`src/rtl/pe_ctrl_pkg.sv`:
```
// Shared types and constants for the PE dot-product sequencer.
// Pipeline depths here set how long the sequencer waits for in-flight terms.
package pe_ctrl_pkg;

    localparam int ACC_W   = 32;
    localparam int DATA_W  = 8;
    localparam int RD_LAT  = 1;
    localparam int PE_LAT  = 1;
    localparam int DRAIN_D = RD_LAT + PE_LAT;

    typedef enum logic [1:0] {
        IDLE  = 2'd0,
        RUN   = 2'd1,
        DRAIN = 2'd2,
        OUT   = 2'd3
    } state_t;

endpackage

```
`src/rtl/pe_addr_gen.sv`:
```
// Base+counter address generator shared by the ifmap and weight buffers.
// One counter walks both buffers; first/last flag the term boundaries.
module pe_addr_gen #(
    parameter int ADDR_W = 10,
    parameter int LEN_W  = 11
) (
    input  logic              clk,
    input  logic              rst,
    input  logic              load,
    input  logic [LEN_W-1:0]  len,
    input  logic [ADDR_W-1:0] a_base,
    input  logic [ADDR_W-1:0] b_base,
    input  logic              step,
    output logic [ADDR_W-1:0] a_addr,
    output logic [ADDR_W-1:0] b_addr,
    output logic              first,
    output logic              last
);

    logic [LEN_W-1:0]  cnt;
    logic [LEN_W-1:0]  len_q;
    logic [ADDR_W-1:0] a_q;
    logic [ADDR_W-1:0] b_q;

    always_ff @(posedge clk) begin
        if (rst) begin
            cnt   <= '0;
            len_q <= '0;
            a_q   <= '0;
            b_q   <= '0;
        end else if (load) begin
            cnt   <= '0;
            len_q <= len;
            a_q   <= a_base;
            b_q   <= b_base;
        end else if (step) begin
            cnt <= cnt + LEN_W'(1);
        end
    end

    // Truncating the sum to ADDR_W bits gives the wrap-around for free.
    assign a_addr = a_q + cnt[ADDR_W-1:0];
    assign b_addr = b_q + cnt[ADDR_W-1:0];
    assign first  = (cnt == '0);
    assign last   = (cnt == len_q - LEN_W'(1));

endmodule

```
`src/rtl/pe_dot_sequencer.sv`:
```
// Streams L ifmap/weight pairs through one PE, injects bias on term 0 and
// accumulates the PE results into a single 32-bit valid/ready output.
module pe_dot_sequencer
    import pe_ctrl_pkg::*;
#(
    parameter int ADDR_W = 10,
    parameter int LEN_W  = 11
) (
    input  logic              clk,
    input  logic              rst,
    input  logic              start,
    input  logic [LEN_W-1:0]  len,
    input  logic [ADDR_W-1:0] if_base,
    input  logic [ADDR_W-1:0] w_base,
    input  logic [ACC_W-1:0]  bias_in,
    output logic              busy,
    output logic              done,
    output logic              if_rd_en,
    output logic [ADDR_W-1:0] if_rd_addr,
    input  logic [DATA_W-1:0] if_rd_data,
    output logic              w_rd_en,
    output logic [ADDR_W-1:0] w_rd_addr,
    input  logic [DATA_W-1:0] w_rd_data,
    output logic              pe_en,
    output logic [DATA_W-1:0] pe_ifmap,
    output logic [DATA_W-1:0] pe_weight,
    output logic [ACC_W-1:0]  pe_bias,
    input  logic [ACC_W-1:0]  pe_opsum,
    input  logic              pe_valid,
    output logic              out_valid,
    input  logic              out_ready,
    output logic [ACC_W-1:0]  out_data
);

    state_t state, state_nxt;

    logic              load;
    logic              rd_en;
    logic              rd_first;
    logic              rd_last;
    logic [ADDR_W-1:0] if_addr;
    logic [ADDR_W-1:0] w_addr;
    logic [ACC_W-1:0]  acc;
    logic [ACC_W-1:0]  bias_q;
    // Issued reads that have not yet reached the PE output stage.
    logic [DRAIN_D-2:0] inflight;
    logic [RD_LAT-1:0]  first_pipe;
    logic               pipe_clear;

    pe_addr_gen #(
        .ADDR_W (ADDR_W),
        .LEN_W  (LEN_W)
    ) u_addr_gen (
        .clk    (clk),
        .rst    (rst),
        .load   (load),
        .len    (len),
        .a_base (if_base),
        .b_base (w_base),
        .step   (rd_en),
        .a_addr (if_addr),
        .b_addr (w_addr),
        .first  (rd_first),
        .last   (rd_last)
    );

    assign rd_en      = (state == RUN);
    assign pipe_clear = (inflight == '0);

    always_ff @(posedge clk) begin
        if (rst) begin
            state <= IDLE;
        end else begin
            state <= state_nxt;
        end
    end

    always_comb begin
        state_nxt = state;
        load      = 1'b0;
        case (state)
            IDLE: begin
                if (start) begin
                    load      = 1'b1;
                    state_nxt = (len == '0) ? OUT : RUN;
                end
            end
            RUN:   if (rd_last)    state_nxt = DRAIN;
            DRAIN: if (pipe_clear) state_nxt = OUT;
            OUT:   if (out_ready)  state_nxt = IDLE;
            default: state_nxt = IDLE;
        endcase
    end

    always_ff @(posedge clk) begin
        if (rst) begin
            inflight   <= '0;
            first_pipe <= '0;
        end else begin
            inflight[0]   <= rd_en;
            first_pipe[0] <= rd_en && rd_first;
            for (int i = 1; i < DRAIN_D - 1; i++) inflight[i] <= inflight[i-1];
            for (int i = 1; i < RD_LAT; i++)      first_pipe[i] <= first_pipe[i-1];
        end
    end

    // A zero-length job never touches the PE, so the bias goes straight into acc.
    always_ff @(posedge clk) begin
        if (rst) begin
            acc    <= '0;
            bias_q <= '0;
        end else if (load) begin
            bias_q <= bias_in;
            acc    <= (len == '0) ? bias_in : '0;
        end else if (pe_valid && (state == RUN || state == DRAIN)) begin
            acc <= acc + pe_opsum;
        end
    end

    assign if_rd_en   = rd_en;
    assign w_rd_en    = rd_en;
    assign if_rd_addr = rd_en ? if_addr : '0;
    assign w_rd_addr  = rd_en ? w_addr  : '0;

    assign pe_en     = inflight[RD_LAT-1];
    assign pe_ifmap  = if_rd_data;
    assign pe_weight = w_rd_data;
    assign pe_bias   = (pe_en && first_pipe[RD_LAT-1]) ? bias_q : '0;

    assign busy      = (state != IDLE);
    assign out_valid = (state == OUT);
    assign out_data  = out_valid ? acc : '0;
    assign done      = out_valid && out_ready;

endmodule

```
`config.mk`:
```
export PLATFORM = sky130hd
export DESIGN_NAME = pe_dot_sequencer
export DESIGN_NICKNAME = d
export VERILOG_FILES = /design/src/rtl/pe_ctrl_pkg.sv /design/src/rtl/pe_addr_gen.sv /design/src/rtl/pe_dot_sequencer.sv
export SDC_FILE = /design/constraint.sdc
export NUM_CORES = 1
export LEC_CHECK = 0
export BUFFER_PORTS_ARGS = -buffer_cell sky130_fd_sc_hd__buf_4
export CAP_MARGIN = 20
export CORE_AREA = 4 4 124 126
export DETAILED_ROUTE_END_ITERATION = 16
export DIE_AREA = 0 0 128 130
export GPL_TIMING_DRIVEN = 0
export PLACE_DENSITY = 0.88
export SYNTH_ARGS = -nofsm -noshare
export SYNTH_HDL_FRONTEND = slang
export SYNTH_SLANG_ARGS = --single-unit
```
`constraint.sdc`:
```
create_clock -name clk -period 8.2 [get_ports clk]
set_clock_uncertainty 0.05 [all_clocks]
set_input_delay 0 -clock clk [delete_from_list [all_inputs] [get_ports clk]]
set_output_delay 0 -clock clk [all_outputs]
set_load 0.005 [all_outputs]
```
==> flow_metrics.tcl <==
set metrics [dict create \
    crit_slowest_cell "dlygate4sd3_1" \
    syn_to_final_growth_pct 35.80 \
    synth-seq-cells 110 \
    yosys.area.top_type_share 0.2865 \
    grt_first_pass_wirelength_um 42140 \
    drt-wirelength-per-cell_um 18.70 \
    gr-usage-met2 0.5625 \
    rsz0062_at_grt "false" \
    synth-seq-area-share 0.2865 \
    grt_pass1_vias 8468 \
    root_buffer "clkbuf_16" \
    n_antenna_cell 0 \
    route.detailed.drc 0 \
    vdd_drop_max_v 0.0001338 \
    netSwitchingFraction 0.4206 \
    grt_max_degree 18 \
    grt_usage 0.3174 \
    gp_congestion 0.9320 \
    p_per_area_nw_per_um2 227.1 \
    fmax_ghz 0.2954 \
    postSynth.asyncResetShare 0 \
    hold_class "in2reg" \
    portBuffers 205 \
    drt-total-wl_um 27750 \
    h-tree-depth 3 \
    synthCells 1012 \
    grt_overflow 0 \
    met1_usage 0.3689 \
    comb_power_share 0.486 \
    cts_buffer_depth 2 \
    grt-busiest-layer "met2" \
    yosys.area.top_type "dfxtp_1" \
    status "completed" \
    synth_area_leaders "dfxtp_1, ha_1, a21oi_1" \
    nets 1471 \
    synth_warnings 0 \
    tns_ns 0 \
    clk_latency_ns 0.36 \
    power_w 0.002370 \
    cell_internal_pwr_w 0.001373 \
    synth_edf_count 0 \
    cp-start-kind "flop" \
    drive_gt1_frac 0.2015 \
    tritoncts "yes" \
    critPathRequiredTime_ns 8.45 \
    min_period_ns 3.385 \
    worstPathArrival_ns 3.64 \
    finalHoldViolCount 0 \
    setup.worst_path.end_class "flop" \
    maxCapViolCount 0 \
    die-area_um2 16640 \
    synth_cell_types 72 \
    die_w_um 128 \
    drt-vias-per-instance 5.867 \
    rows 44 \
    first_pass_iters 5 \
    crit_fanout 5 \
    ant_nets 0 \
    start_util 0.5370 \
    clk_pin_slew_ns 0.07 \
    clkPwrFrac 0.200 \
    antenna_found_initial 0 \
    dp_hpwl_um 20220 \
    yosys-top-cells-count "nand2_1, a21oi_1, dfxtp_1" \
    drtIter0Drc 723 \
    slowest_delay_ns 0.56 \
    setup_viol 0 \
    slew_headroom 0.5402 \
    met3_usage 0.07245 \
    clock-sinks 110 \
    post-route-period-util 0.4128 \
    syn_area_um2 7686 \
    boundaryPins 222 \
    yosys_most_used_dff "dfxtp_1" \
    syn_nets 1188 \
    synth_most_common_cell "nand2_1" \
    leakage_nw 4.735 \
    critPathKind "reg2reg" \
    vias 8706 \
    maxSlewViolCount 0 \
    p_sw_w 0.0009967 \
    core_area_um2 14310 \
    cp_cell_sequence "ha_1 -> a21oi_2 -> nand2_1 -> o311ai_1 -> nand3_1 -> o31a_2 -> o41ai_2 -> xnor2_1 -> nor2_1 -> o21ai_1 -> dlygate4sd3_1" \
    fp.dieH_um 130 \
    seqPwrFrac 0.314 \
    numCtsBuffers 9 \
    tightest_slew_ns 0.6897 \
    postSynthAreaPerCell_um2 7.595 \
]
## cells in the final DEF, fill, tap and decap left out, drive strengths merged, types with 11 or more instances in the layout
cell,synthesis,layout
and3,40,40
dfxtp,110,110
xnor2,35,35
a211oi,12,12
ha,57,57
and2,56,56
buf,29,235
clkbuf,46,57
o21ai,35,35
a21oi,144,144
nor2,37,37
inv,26,26
o21bai,11,11
a21o,14,14
xor2,29,29
dlygate4sd3,0,66
nand3,24,24
nand2,184,184
## metal layers
metal  up-vias  wire, µm
met5         -         0
met4         0      1207
met3       100      2488
met2       492     13530
met1      4034     10530
li1       4080         -
## cells by family after synthesis
logic type | share of synthesized area
AND/OR/NAND/NOR | 0.2629
AO/OA/AOI/OAI | 0.2126
flip-flops | 0.2865
buffers and inverters | 0.05779
XOR/XNOR | 0.07293
adder cells (fa/ha/maj) | 0.1006
multiplexers | 0.006674
## sequential cells by signal, summed over array words and instances, names as in the netlist
signal / count
acc: 32
u_addr_gen.b_q: 10
bias_q: 32
u_addr_gen.cnt: 11
pe_en: 1
u_addr_gen.len_q: 11
first_pipe: 1
state: 2
u_addr_gen.a_q: 10
## final cells by class
type                       count  area (µm²)
clock inverter                 5       83.83
tap                          184       230.2
buffer                        75       346.6
fill                        1083        3876
timing repair buffer         272        2205
sequential                   110        2202
inverter                      26       97.59
multi-input combinational    801        5040
clock buffer                  11       232.7
## path summary, 6_finish.rpt
check / startpoint / slack, ns / cells after the start / endpoint
setup / recovery: acc[8] / 4.82 / 11 / acc[27]
hold / removal: start / 0.09 / 4 / state[0]
setup reg to reg: acc[8] / 4.82 / 11 / acc[27]
hold reg to reg: bias_q[2] / 0.40 / 2 / bias_q[2]
## power by group through the flow
stage          combinational, W  sequential (W)  clock (W)
4_1_cts                 0.00112        0.000737   0.000470
6_report                0.00115        0.000743   0.000475
2_1_floorplan          0.000776        0.000703          0
3_5_place_dp            0.00108        0.000748          0
3_3_place_gp            0.00105        0.000743          0
5_1_grt                 0.00125        0.000750   0.000491
## what timing repair did
item | 4_1_cts | 5_1_grt
buffers inserted | 0 | 0
hold buffers | 66 | 0
endpoints found under the hold margin | 90 | 0
resized for setup | 0 | 0
## per-stage QoR
step / cell area [µm²] / hold slack [ns] / std cells / utilization / setup WS [ns]
6_report: 10440 / 0.08749 / 1484 / 0.7292 / 4.815
5_1_grt: 10440 / 0.09038 / 1484 / 0.7292 / 4.601
4_1_cts: 10430 / 0.07430 / 1483 / 0.7288 / 4.910
3_5_place_dp: 9455 / 0.1168 / 1401 / 0.6606 / 5.078
3_3_place_gp: 9455 / 0.1165 / 1401 / 0.6606 / 5.148
2_1_floorplan: 7686 / 0.03082 / 1012 / - / 5.474
## worst max-delay path, delay by kind of cell, from the launching register on
kind,cells,cell delay (ns)
AO/OA/AOI/OAI,5,1.42
flip-flops,1,0.33
AND/OR/NAND/NOR,3,0.40
buffers and inverters,1,0.56
XOR/XNOR,1,0.20
adder cells (fa/ha/maj),1,0.37
Note: power is estimated with default switching activity, not from simulation.
